## config.mk

```make
export PLATFORM = sky130hd
export DESIGN_NAME = vwb_group_writer_flat
export DESIGN_NICKNAME = d
export VERILOG_FILES = /design/src/rtl/vwb_group_writer_if.sv /design/src/rtl/vwb_group_writer.sv /design/src/flat_wrapper.sv
export SDC_FILE = /design/constraint.sdc
export NUM_CORES = 1
export LEC_CHECK = 0
export BUFFER_PORTS_ARGS = -buffer_cell sky130_fd_sc_hd__buf_2
export CAP_MARGIN = 25
export CORE_AREA = 5 5 163 165
export DETAILED_ROUTE_END_ITERATION = 10
export DIE_AREA = 0 0 168 170
export PLACE_DENSITY = 0.65
export SLEW_MARGIN = 20
export SYNTH_ARGS = -nofsm -noshare
export SYNTH_HDL_FRONTEND = slang
export SYNTH_SLANG_ARGS = --single-unit
```

## constraint.sdc

```tcl
create_clock -name clk -period 5.1 [get_ports clk]
set_input_delay 0.51 -clock clk [delete_from_list [all_inputs] [get_ports clk]]
set_output_delay 0.51 -clock clk [all_outputs]
set_load 0.01 [all_outputs]
```

## src/rtl/vwb_group_writer_if.sv

```systemverilog
// Command, result-beat and vRegFile port bundle for the vector write-back group writer.
interface vwb_group_writer_if;
    logic         cmd_valid;
    logic         cmd_ready;
    logic [4:0]   cmd_vd;
    logic [2:0]   cmd_sew;
    logic [2:0]   cmd_lmul;
    logic [8:0]   cmd_vl;
    logic         dat_valid;
    logic         dat_ready;
    logic [127:0] dat_data;
    logic [4:0]   old_ra;
    logic [127:0] old_rd;
    logic [4:0]   wa;
    logic [127:0] wd;
    logic         wen;
    logic         done;
    logic         err;

    modport master (
        output cmd_valid, cmd_vd, cmd_sew, cmd_lmul, cmd_vl,
        output dat_valid, dat_data, old_rd,
        input  cmd_ready, dat_ready, old_ra, wa, wd, wen, done, err
    );

    modport slave (
        input  cmd_valid, cmd_vd, cmd_sew, cmd_lmul, cmd_vl,
        input  dat_valid, dat_data, old_rd,
        output cmd_ready, dat_ready, old_ra, wa, wd, wen, done, err
    );
endinterface

```

## src/rtl/vwb_group_writer.sv

```systemverilog
// Writes one register group of ALU results into vRegFile, merging tail elements
// (index >= vl) from the old register contents (tail-undisturbed).
module vwb_group_writer #(
    parameter int unsigned VLEN     = 128,
    parameter int unsigned MAX_LMUL = 8
) (
    input logic              clk,
    input logic              rst,
    vwb_group_writer_if.slave bus
);
    typedef enum logic [0:0] {IDLE, BEAT} state_t;

    state_t       state_q, state_d;
    logic [4:0]   vd_q, vd_d;
    logic [1:0]   sew_q, sew_d;
    logic [2:0]   nregs_m1_q, nregs_m1_d;
    logic [8:0]   vl_eff_q, vl_eff_d;
    logic [$clog2(MAX_LMUL)-1:0] beat_q, beat_d;
    logic         wen_q, wen_d;
    logic         done_q, done_d;
    logic         err_q, err_d;
    logic [4:0]   wa_q, wa_d;
    logic [VLEN-1:0] wd_q, wd_d;

    // command decode
    logic [2:0]   cmd_nregs_m1;
    logic         cmd_lmul_ok;
    logic         cmd_legal;
    logic [8:0]   cmd_limit;
    logic [8:0]   cmd_vl_eff;

    always_comb begin
        cmd_lmul_ok = 1'b1;
        case (bus.cmd_lmul)
            3'b000:  cmd_nregs_m1 = 3'd0;
            3'b001:  cmd_nregs_m1 = 3'd1;
            3'b010:  cmd_nregs_m1 = 3'd3;
            3'b011:  cmd_nregs_m1 = 3'd7;
            3'b100:  begin cmd_nregs_m1 = 3'd0; cmd_lmul_ok = 1'b0; end
            default: cmd_nregs_m1 = 3'd0;
        endcase
        cmd_legal  = cmd_lmul_ok && !bus.cmd_sew[2]
                     && ((bus.cmd_vd & {2'b00, cmd_nregs_m1}) == 5'd0);
        // group capacity in elements: nregs * 16 >> sew
        cmd_limit  = 9'({1'b0, cmd_nregs_m1} + 4'd1) << (3'd4 - {1'b0, bus.cmd_sew[1:0]});
        cmd_vl_eff = (bus.cmd_vl < cmd_limit) ? bus.cmd_vl : cmd_limit;
    end

    // element-level tail merge at byte granularity
    logic [8:0]      beat_base;
    logic [VLEN-1:0] merged;
    logic [8:0]      elem_idx;

    always_comb begin
        case (sew_q)
            2'd0:    beat_base = {2'b00, beat_q, 4'b0000};
            2'd1:    beat_base = {3'b000, beat_q, 3'b000};
            2'd2:    beat_base = {4'b0000, beat_q, 2'b00};
            default: beat_base = {5'b00000, beat_q, 1'b0};
        endcase
        merged   = '0;
        elem_idx = '0;
        for (int unsigned j = 0; j < VLEN / 8; j++) begin
            elem_idx = beat_base + 9'(j >> sew_q);
            merged[j*8 +: 8] = (elem_idx < vl_eff_q) ? bus.dat_data[j*8 +: 8]
                                                     : bus.old_rd[j*8 +: 8];
        end
    end

    assign bus.cmd_ready = (state_q == IDLE);
    assign bus.dat_ready = (state_q == BEAT);
    assign bus.old_ra    = vd_q + {2'b00, beat_q};
    assign bus.wa        = wa_q;
    assign bus.wd        = wd_q;
    assign bus.wen       = wen_q;
    assign bus.done      = done_q;
    assign bus.err       = err_q;

    always_comb begin
        state_d    = state_q;
        vd_d       = vd_q;
        sew_d      = sew_q;
        nregs_m1_d = nregs_m1_q;
        vl_eff_d   = vl_eff_q;
        beat_d     = beat_q;
        wen_d      = 1'b0;
        done_d     = 1'b0;
        err_d      = 1'b0;
        wa_d       = wa_q;
        wd_d       = wd_q;
        case (state_q)
            IDLE: begin
                if (bus.cmd_valid) begin
                    if (!cmd_legal) begin
                        err_d = 1'b1;
                    end else if (bus.cmd_vl == 9'd0) begin
                        done_d = 1'b1;
                    end else begin
                        vd_d       = bus.cmd_vd;
                        sew_d      = bus.cmd_sew[1:0];
                        nregs_m1_d = cmd_nregs_m1;
                        vl_eff_d   = cmd_vl_eff;
                        beat_d     = '0;
                        state_d    = BEAT;
                    end
                end
            end
            BEAT: begin
                if (bus.dat_valid) begin
                    wen_d = 1'b1;
                    wa_d  = bus.old_ra;
                    wd_d  = merged;
                    if (beat_q == nregs_m1_q) begin
                        done_d  = 1'b1;
                        beat_d  = '0;
                        state_d = IDLE;
                    end else begin
                        beat_d = beat_q + 1'b1;
                    end
                end
            end
            default: state_d = IDLE;
        endcase
    end

    always_ff @(posedge clk) begin
        if (!rst) begin
            state_q    <= IDLE;
            vd_q       <= '0;
            sew_q      <= '0;
            nregs_m1_q <= '0;
            vl_eff_q   <= '0;
            beat_q     <= '0;
            wen_q      <= 1'b0;
            done_q     <= 1'b0;
            err_q      <= 1'b0;
            wa_q       <= '0;
            wd_q       <= '0;
        end else begin
            state_q    <= state_d;
            vd_q       <= vd_d;
            sew_q      <= sew_d;
            nregs_m1_q <= nregs_m1_d;
            vl_eff_q   <= vl_eff_d;
            beat_q     <= beat_d;
            wen_q      <= wen_d;
            done_q     <= done_d;
            err_q      <= err_d;
            wa_q       <= wa_d;
            wd_q       <= wd_d;
        end
    end
endmodule

```

## src/flat_wrapper.sv

```systemverilog
// flat-port wrapper written by rule: the top's interface ports become plain ports
module vwb_group_writer_flat 
#(
    parameter int unsigned VLEN     = 128,
    parameter int unsigned MAX_LMUL = 8
)
  (clk, rst, bus_cmd_valid, bus_cmd_vd, bus_cmd_sew, bus_cmd_lmul, bus_cmd_vl, bus_dat_valid, bus_dat_data, bus_old_rd, bus_cmd_ready, bus_dat_ready, bus_old_ra, bus_wa, bus_wd, bus_wen, bus_done, bus_err);
  vwb_group_writer_if bus_i ();
  input logic clk;
  input logic rst;
  input wire logic [$bits(bus_i.cmd_valid)-1:0] bus_cmd_valid;
  input wire logic [$bits(bus_i.cmd_vd)-1:0] bus_cmd_vd;
  input wire logic [$bits(bus_i.cmd_sew)-1:0] bus_cmd_sew;
  input wire logic [$bits(bus_i.cmd_lmul)-1:0] bus_cmd_lmul;
  input wire logic [$bits(bus_i.cmd_vl)-1:0] bus_cmd_vl;
  input wire logic [$bits(bus_i.dat_valid)-1:0] bus_dat_valid;
  input wire logic [$bits(bus_i.dat_data)-1:0] bus_dat_data;
  input wire logic [$bits(bus_i.old_rd)-1:0] bus_old_rd;
  output wire logic [$bits(bus_i.cmd_ready)-1:0] bus_cmd_ready;
  output wire logic [$bits(bus_i.dat_ready)-1:0] bus_dat_ready;
  output wire logic [$bits(bus_i.old_ra)-1:0] bus_old_ra;
  output wire logic [$bits(bus_i.wa)-1:0] bus_wa;
  output wire logic [$bits(bus_i.wd)-1:0] bus_wd;
  output wire logic [$bits(bus_i.wen)-1:0] bus_wen;
  output wire logic [$bits(bus_i.done)-1:0] bus_done;
  output wire logic [$bits(bus_i.err)-1:0] bus_err;
  assign bus_i.cmd_valid = bus_cmd_valid;
  assign bus_i.cmd_vd = bus_cmd_vd;
  assign bus_i.cmd_sew = bus_cmd_sew;
  assign bus_i.cmd_lmul = bus_cmd_lmul;
  assign bus_i.cmd_vl = bus_cmd_vl;
  assign bus_i.dat_valid = bus_dat_valid;
  assign bus_i.dat_data = bus_dat_data;
  assign bus_i.old_rd = bus_old_rd;
  assign bus_cmd_ready = bus_i.cmd_ready;
  assign bus_dat_ready = bus_i.dat_ready;
  assign bus_old_ra = bus_i.old_ra;
  assign bus_wa = bus_i.wa;
  assign bus_wd = bus_i.wd;
  assign bus_wen = bus_i.wen;
  assign bus_done = bus_i.done;
  assign bus_err = bus_i.err;
  vwb_group_writer #(.VLEN(VLEN), .MAX_LMUL(MAX_LMUL)) u_core (.clk(clk), .rst(rst), .bus(bus_i));
endmodule
```

==> summary by stage, run 1 <==
Route
Using the TritonRoute via totals, the vias-per-cell ratio works out to 5.62. The pre-antenna-repair detailed-routing pass consisted of 6 iterations. Across all layers, the routed design uses ~11,000 vias. The DRC violation total after the first TritonRoute iteration is 830.

The wire length per cell is 18.5 microns. The number of nets still failing antenna checks after routing is 0. After detailed routing, the number of remaining DRC violations is 0. Summed over all layers, the routed wires come to approximately 36,000 microns.

Synth
Synthesis inferred 159 register bits. The cell taking the most area after synthesis is sky130_fd_sc_hd__dfxtp_1. After synthesis the cells add up to about 10,000 sq um. Sorting the synthesized cells by how often they occur yields sky130_fd_sc_hd__o21ai_0, sky130_fd_sc_hd__dfxtp_1, sky130_fd_sc_hd__nand3_1, sky130_fd_sc_hd__a31oi_1, sky130_fd_sc_hd__ha_1.

A synthesized cell averages 8.03 sq um. The sequential element share of the synthesized area is 31.7%. For this run, the leading register cell type out of synthesis is sky130_fd_sc_hd__dfxtp_1. The number of standard cells after synthesis is roughly 1,300.

During synthesis, Yosys emitted a total of 0 warnings. The proportion of netlist area held by the largest area contributor is 31.7%. The net count after synthesis is between 1,500 and 2,000. The number of distinct library cells after synthesis is 65. Yosys attributes the largest share of cell area to sky130_fd_sc_hd__dfxtp_1, sky130_fd_sc_hd__o21ai_0, sky130_fd_sc_hd__ha_1. The share of synthesized flip-flops with an asynchronous set or reset is 0%. The most instantiated library cell after synthesis is sky130_fd_sc_hd__o21ai_0. In this run, synthesis inferred 0 flip-flops with an integrated enable.

Clock network
The clock transition at the register clock pins on the worst setup and hold paths after CTS is 70 ps. Clock tree synthesis found a total of 159 sinks. The cell at the root of the clock tree is sky130_fd_sc_hd__clkbuf_16.

Buffers inserted during clock tree synthesis total 17. The post-CTS setup buffer count is 0. The maximum number of buffers from clock root to sink is 2. TritonCTS built the clock tree. The clock latency on the worst-skew pair is 430 ps.

The count of H-tree levels built during CTS is 4.

Timing
For the final routed database, the setup TNS stands at 0 ps. Setup repair after global routing left no endpoint under its margin. The final number of max-transition violations came to 0. The worst setup skew after layout is 18.7 ps. At the pin with the least slew margin, the transition time is roughly 950 ps. Setup violations remaining at the end of the flow were counted as 0. The count of endpoints failing hold in the final timing report is 0.

The minimum period implied by the final worst setup slack is 4740 ps. The maximum clock rate is about 210 MHz. In this run the tightest slew margin relative to its limit is 36.4%. Of the available clock period, the critical path in the final layout requires 92.9%. The worst setup margin is 363 ps.

Placed design
The congestion estimate from routability-driven global placement came to 0.903. After legalization and detailed placement, the total HPWL measured ~27,000 microns. Once placement finished, the instance area stood at 12,300 sq um. Prior to clock tree synthesis, the placed netlist has a worst setup slack of between 300 and 400 ps. The number of buffers added on ports is 422.

Pwr
The total chip power is 0.00354 W. Of the total power, the clock network draws a little under two fifths. Across the VDD grid, the largest voltage drop is 178 uV. For this design the static power due to leakage is 6.00 nW. The power spent charging and discharging nets is about 0.0012 W.

The internal portion of total power is 0.00238 W. In this run, the combinational gates consume 25.7% of the power. Registers are responsible for 37.3% of the overall power. For this design the ratio of total power to cell area is 273 nW/um^2.

Net switching is between 30% and 40% of the power.

Critical path
The critical path goes through ha_1, inv_1, o21ai_2, inv_1, ha_1, a21oi_1, xnor2_1, ha_1, and3_1, a221oi_1, o22a_1, nand3_1, a31oi_1. The data arrival time at the worst-slack endpoint is between 5000 and 6000 ps. The slowest cell on the critical path is sky130_fd_sc_hd__o22a_1. The worst setup path is of the reg -> reg kind. On the worst path, the slowest cell contributes a delay of 620 ps. Data on the critical path is required at its endpoint by 5450 ps. The type of origin of the critical path is a flip-flop. The largest driver fanout on the critical path is 16. Among the stages of the critical path, the cell type that occurs most often is sky130_fd_sc_hd__ha_1. The endpoint class of the critical path is a flip-flop.

Global routing
The total overflow left after global routing is 0. The number of global-route vias before repair is 10,700. Across every metal layer, demand over resource in global routing totals 23.9%. Entering global routing, the biggest net connects around 170 pins. The first global-routing pass estimated 56,200 microns of wire.

The initial antenna violation count is 1.

Floorplan
In this run the vertical extent of the chip is approximately 170 microns. The initial utilization of the core area, before any placement, comes to 40.4%. The initialized floorplan defines 58 standard-cell rows. The chip width is 168 microns.

423 I/O pins were placed. The total core area is 24,900 sq um. The die covers 28,600 sq um.

Layout
The number of nets in the final layout is 1,993. The repair_antennas step left the layout with diodes totalling 0. From synthesis to final layout, the design area changed by 28.7%.

Cells with a size suffix above 1 make up 29.7% of the layout. After routing the design area is 12,900 sq um.

Hold path
The path class of the tightest hold or removal check is in -> reg.

Run status
The run finished with clean final reports.

Run
The max-cap check violation count is 0.
## power groups by stage
stage | Sequential (W) | Clock (W) | Combinational (W)
global route | 0.00133 | 0.00138 | 0.00102
global placement | 0.00135 | 0 | 0.000883
finish | 0.00132 | 0.00131 | 0.000910
floorplan | 0.00136 | 0 | 0.000566
CTS | 0.00132 | 0.00134 | 0.000907
detailed placement | 0.00135 | 0 | 0.000903
## metrics by stage
| stage | util [%] | hold slack (ps) | cells |
|---|---|---|---|
| global placement | 49.4 | 453 | 1926 |
| floorplan | - | 443 | 1252 |
| global route | 52.0 | 329 | 1962 |
| detailed placement | 49.5 | 462 | 1930 |
| CTS | 51.9 | 309 | 1961 |
| finish | 52.0 | 328 | 1962 |
## area by class of cell
class                   count  area (sq um)
well taps                 330           413
flip-flops and latches    159          3180
repair buffers            438          2250
inverters                  49           184
fillers                  2474         12000
clock inverters            11           133
clock buffers              20           447
multi-input cells         955          6330
## sequential cells by signal, indices dropped and copies added, names as in the netlist
signal,cells
u_core.bus.wa,5
u_core.bus.done,1
u_core.sew_q,2
u_core.vd_q,5
u_core.bus.dat_ready,1
u_core.bus.err,1
u_core.vl_eff_q,9
u_core.beat_q,3
u_core.nregs_m1_q,3
u_core.bus.wd,128
u_core.bus.wen,1
## worst max-delay path: cells and delay by family, from the launching register on
kind	cells	cell delay, ps
compound gates	5	1810
fa+ha+maj	3	1480
flops	1	570
simple gates	2	350
buf+inv	2	270
xor+xnor	1	160
## worst paths after layout
path	startpoint	endpoint	slack, ps	cells past startpoint
max	u_core.sew_q[1]	u_core.bus.wd[127]	360	13
min	bus_cmd_vd[3]	u_core.vd_q[3]	330	3
max reg2reg	u_core.sew_q[1]	u_core.bus.wd[127]	360	13
min reg2reg	u_core.bus.wa[0]	u_core.bus.wa[0]	470	2
## kinds of logic (layout without fill, tap and decap cells)
kind of cell / count (synthesis) / in the layout / synth area share [%]
muxes: 16 / 16 / 1.59
and+or+nand+nor: 277 / 277 / 14.4
AOI/OAI and AO/OA: 534 / 534 / 31.5
buffers and inverters: 138 / 518 / 5.70
adders and majority gates: 93 / 93 / 12.1
xor gates and xnor gates: 35 / 35 / 3.05
DFF: 159 / 159 / 31.7
## layer usage
layer	track usage, %	up-vias	part of all wire, %
met4	6.28	0	1.7
met1	29.2	5081	41
li1	-	5438	-
met5	0	-	0
met2	42.2	468	49
met3	5.90	47	7.9
## what timing repair did
action / CTS / global route
endpoints found under the setup margin: 0 / 8
gates resized for setup: 0 / 1
hold buffers: 0 / 0
## cells in the final DEF, fill, tap and decap left out, types with 28 or more instances in the layout
cell and n:
sky130_fd_sc_hd__dfxtp_1 159, sky130_fd_sc_hd__xnor2_1 28, sky130_fd_sc_hd__a31oi_1 113, sky130_fd_sc_hd__nor2_1 30, sky130_fd_sc_hd__a21oi_1 50, sky130_fd_sc_hd__a21o_1 37, sky130_fd_sc_hd__ha_1 86, sky130_fd_sc_hd__o21ai_0 252
sky130_fd_sc_hd__inv_1 49, sky130_fd_sc_hd__nand3_1 134, sky130_fd_sc_hd__nand2_1 41, sky130_fd_sc_hd__buf_2 423
(Power assumes the default switching activity.)
==> run 2, diff against run 1 <==
==> constraint.sdc (replaced) <==
create_clock -name clk -period 5.1 [get_ports clk]
set_input_delay 0 -clock clk [delete_from_list [all_inputs] [get_ports clk]]
set_output_delay 0 -clock clk [all_outputs]
set_load 0.01 [all_outputs]
==> run 2 against run 1 <==
Effect of this change:
- core utilization grew 11 points
- global-route usage grew 3.2 points
- clock-buffer cell count grew 1
- combinational power grew 23%
- cell area grew 22%
- flip-flop and latch count is the same
- highest routed layer unchanged
==> summary by stage, run 2 (synthesized netlist as in run 1, its figures left out) <==
Timing
The post-route clock period utilization is 96.4% (+3.5 points). The count of endpoints failing hold in the final timing report is 0 (unchanged). The transition time at the pin with the least slew margin is 950 ps (-1.52 ps).

The final count of negative-setup-slack endpoints is 0 (unchanged). The maximum clock rate came to 203 MHz (-3.6%). The minimum hold slack is 28.2 ps (-300 ps).

The setup TNS after final layout is 0 ps (unchanged). The worst setup skew after layout was 15.4 ps (-3.35 ps). The worst setup margin is 186 ps (-178 ps).

The minimum period implied by the final worst setup slack was 4910 ps (+178 ps). The final number of max-transition violations was 0 (unchanged). The worst slew margin relative to its limit is 36.5% (+0.10 points).

Placed design
The total placed cells including tap cells is 1,929 (-0.052%). The final weighted congestion in routability-driven placement is 0.904 (about the same). The minimum setup slack after placement was 366 ps (+60.4 ps). The post-DP HPWL is 26,900 microns (+0.25%). The number of buffers added on ports is 422 (unchanged).

Global routing
The combined global-route utilization of all metal layers is 27.1% (+3.2 points). The number of global-route vias before repair is 12,700 (+19%). The first-pass GRT wire length came to 64,200 microns (+14%). The total global routing overflow was 0 (unchanged).

The largest net degree at the start of global routing was 172 (unchanged). The initial antenna violation count is 1 (unchanged).

Layout
The area growth from synthesis to final layout is 56.4%. The number of nets in the final layout is 2,272 (+14%). The share of final-layout standard cells stronger than drive strength 1 is 25.8% (-3.8 points). The final standard cell count with taps included and fillers excluded is 2,244 (+14%). The number of flip-flops in the largest register is 128 (unchanged). The library cell used most frequently in the layout, excluding fill and tap cells, is sky130_fd_sc_hd__buf_2. The count of filler cells inserted in the layout is 2,097 (-15%). The core utilization of the finished layout is 63.2% (+11 points). The top cell types in the final layout, fill and taps aside, are sky130_fd_sc_hd__buf_2, sky130_fd_sc_hd__dlygate4sd3_1, sky130_fd_sc_hd__o21ai_0.

Route
The final routed wirelength across all metal layers was 41,200 microns (+13%). The number of detailed-routing iterations run before antenna repair is 5 (-1). The via count is 12,600 (+15%). The number of nets still failing antenna checks after routing is 0 (unchanged). The DRC violation total after the first TritonRoute iteration is 985 (+19%).

The vias per cell is 5.63 (+0.17%). The wire length per cell came to 18.3 microns (-0.96%). The DRC violation count after routing is 0 (unchanged).

Floorplan
The floorplan die area is 28,600 sq um (unchanged). The die span in y is 170 microns (unchanged). The row count came to 58 (unchanged). The initial cell density of the core is 40.4% (unchanged). The total core area was 24,900 sq um (unchanged).

The chip width came to 168 microns (unchanged). The top-level port count is 423 (unchanged).

Critical path
The worst setup path is launched from a flip-flop. The worst reg-to-reg setup slack is 190 ps (-180 ps). The critical path required time is 5470 ps (+20 ps). The data arrival time at the worst-slack endpoint came to 5280 ps (+190 ps).

The largest driver fanout on the critical path came to 10 (-6). The critical path is of the reg -> reg type. The endpoint class of the critical path is a flip-flop.

Clock network
The clock latency on the worst-skew pair was 430 ps (about the same). The count of H-tree levels built during CTS is 4 (unchanged). TritonCTS built the clock tree. The tree is rooted in a sky130_fd_sc_hd__clkbuf_16. The clock buffer count from CTS is 17 (unchanged).

The CTS sink count is 159 (unchanged). The clock transition at the register clock pins on the worst setup and hold paths after CTS came to 70 ps (about the same). The maximum number of buffers from clock root to sink is 2 (unchanged).

Run
The max-cap check violation count was 0 (unchanged).

Pwr
The power per unit of standard cell area is 236 nW/um^2 (-14%). The peak ir drop on the vdd network is 173 uV (-2.8%). The leakage power is 7.30 nW (+22%).

Run status
The run finished with clean final reports.

Hold path
The path type of the worst min-delay path is in -> reg.
==> run 2: repair_timing <==
item                       CTS  global route
buffers inserted             0             2
hold endpoints to repair   146             0
gates resized for setup      0             9
setup endpoints to repair    0            55
hold buffers               276             0
==> run 2: path summary, 6_finish.rpt <==
| path | start | to | cells after the start |
|---|---|---|---|
| worst min-delay path | bus_dat_valid | u_core.bus.dat_ready | 4 |
| worst max register to register | u_core.sew_q[1] | u_core.bus.wd[45] | 16 |
| worst min register to register | u_core.bus.wa[3] | u_core.bus.wa[3] | 2 |
| worst max-delay path | u_core.sew_q[1] | u_core.bus.wd[45] | 16 |
==> run 2: cell type report <==
cell class                 instances  area (sq um)  share of cell area (%)
sequential                       159          3180                    20.3
multi-input combinational        955          6340                    40.3
antenna                            2          5.00                  0.0318
timing repair buffer             717          5030                    32.0
tap                              330           413                    2.63
inverter                          49           184                    1.17
clock buffer                      21           450                    2.87
clock inverter                    11           109                   0.692
==> run 2: where the power goes <==
part           internal, W  switching, W
sequential         0.00129     0.0000302
clock             0.000691      0.000574
combinational     0.000512      0.000609
==> run 2: worst max-delay path, cell delays in order, from the launching register on <==
cell and delay (ps):
sky130_fd_sc_hd__dfxtp_2 390, sky130_fd_sc_hd__inv_1 250, sky130_fd_sc_hd__ha_2 400, sky130_fd_sc_hd__a222oi_1 160, sky130_fd_sc_hd__buf_4 180, sky130_fd_sc_hd__buf_4 150, sky130_fd_sc_hd__nor2_4 320, sky130_fd_sc_hd__nand2_2 220
sky130_fd_sc_hd__nor3_1 290, sky130_fd_sc_hd__xnor2_1 110, sky130_fd_sc_hd__ha_1 360, sky130_fd_sc_hd__nand4b_4 120, sky130_fd_sc_hd__or3b_2 530, sky130_fd_sc_hd__a21oi_2 330, sky130_fd_sc_hd__o21ai_0 230, sky130_fd_sc_hd__a31oi_1 220
sky130_fd_sc_hd__dlygate4sd3_1 580
==> run 2: per-stage QoR <==
step	total power, W	area (sq um)
2_1_floorplan	0.00193	10100
3_3_place_gp	0.00223	12300
3_5_place_dp	0.00225	12300
4_1_cts	0.00369	15700
5_1_grt	0.00391	15700
6_report	0.00371	15700
==> run 2: metal layers <==
metal | wire length [microns] | global-route usage (%) | vias up
met5 | 0 | 0 | -
met4 | 1550 | 12.2 | 0
met3 | 3080 | 5.62 | 121
met2 | 19900 | 47.3 | 658
met1 | 16600 | 32.0 | 5877
li1 | - | - | 5985
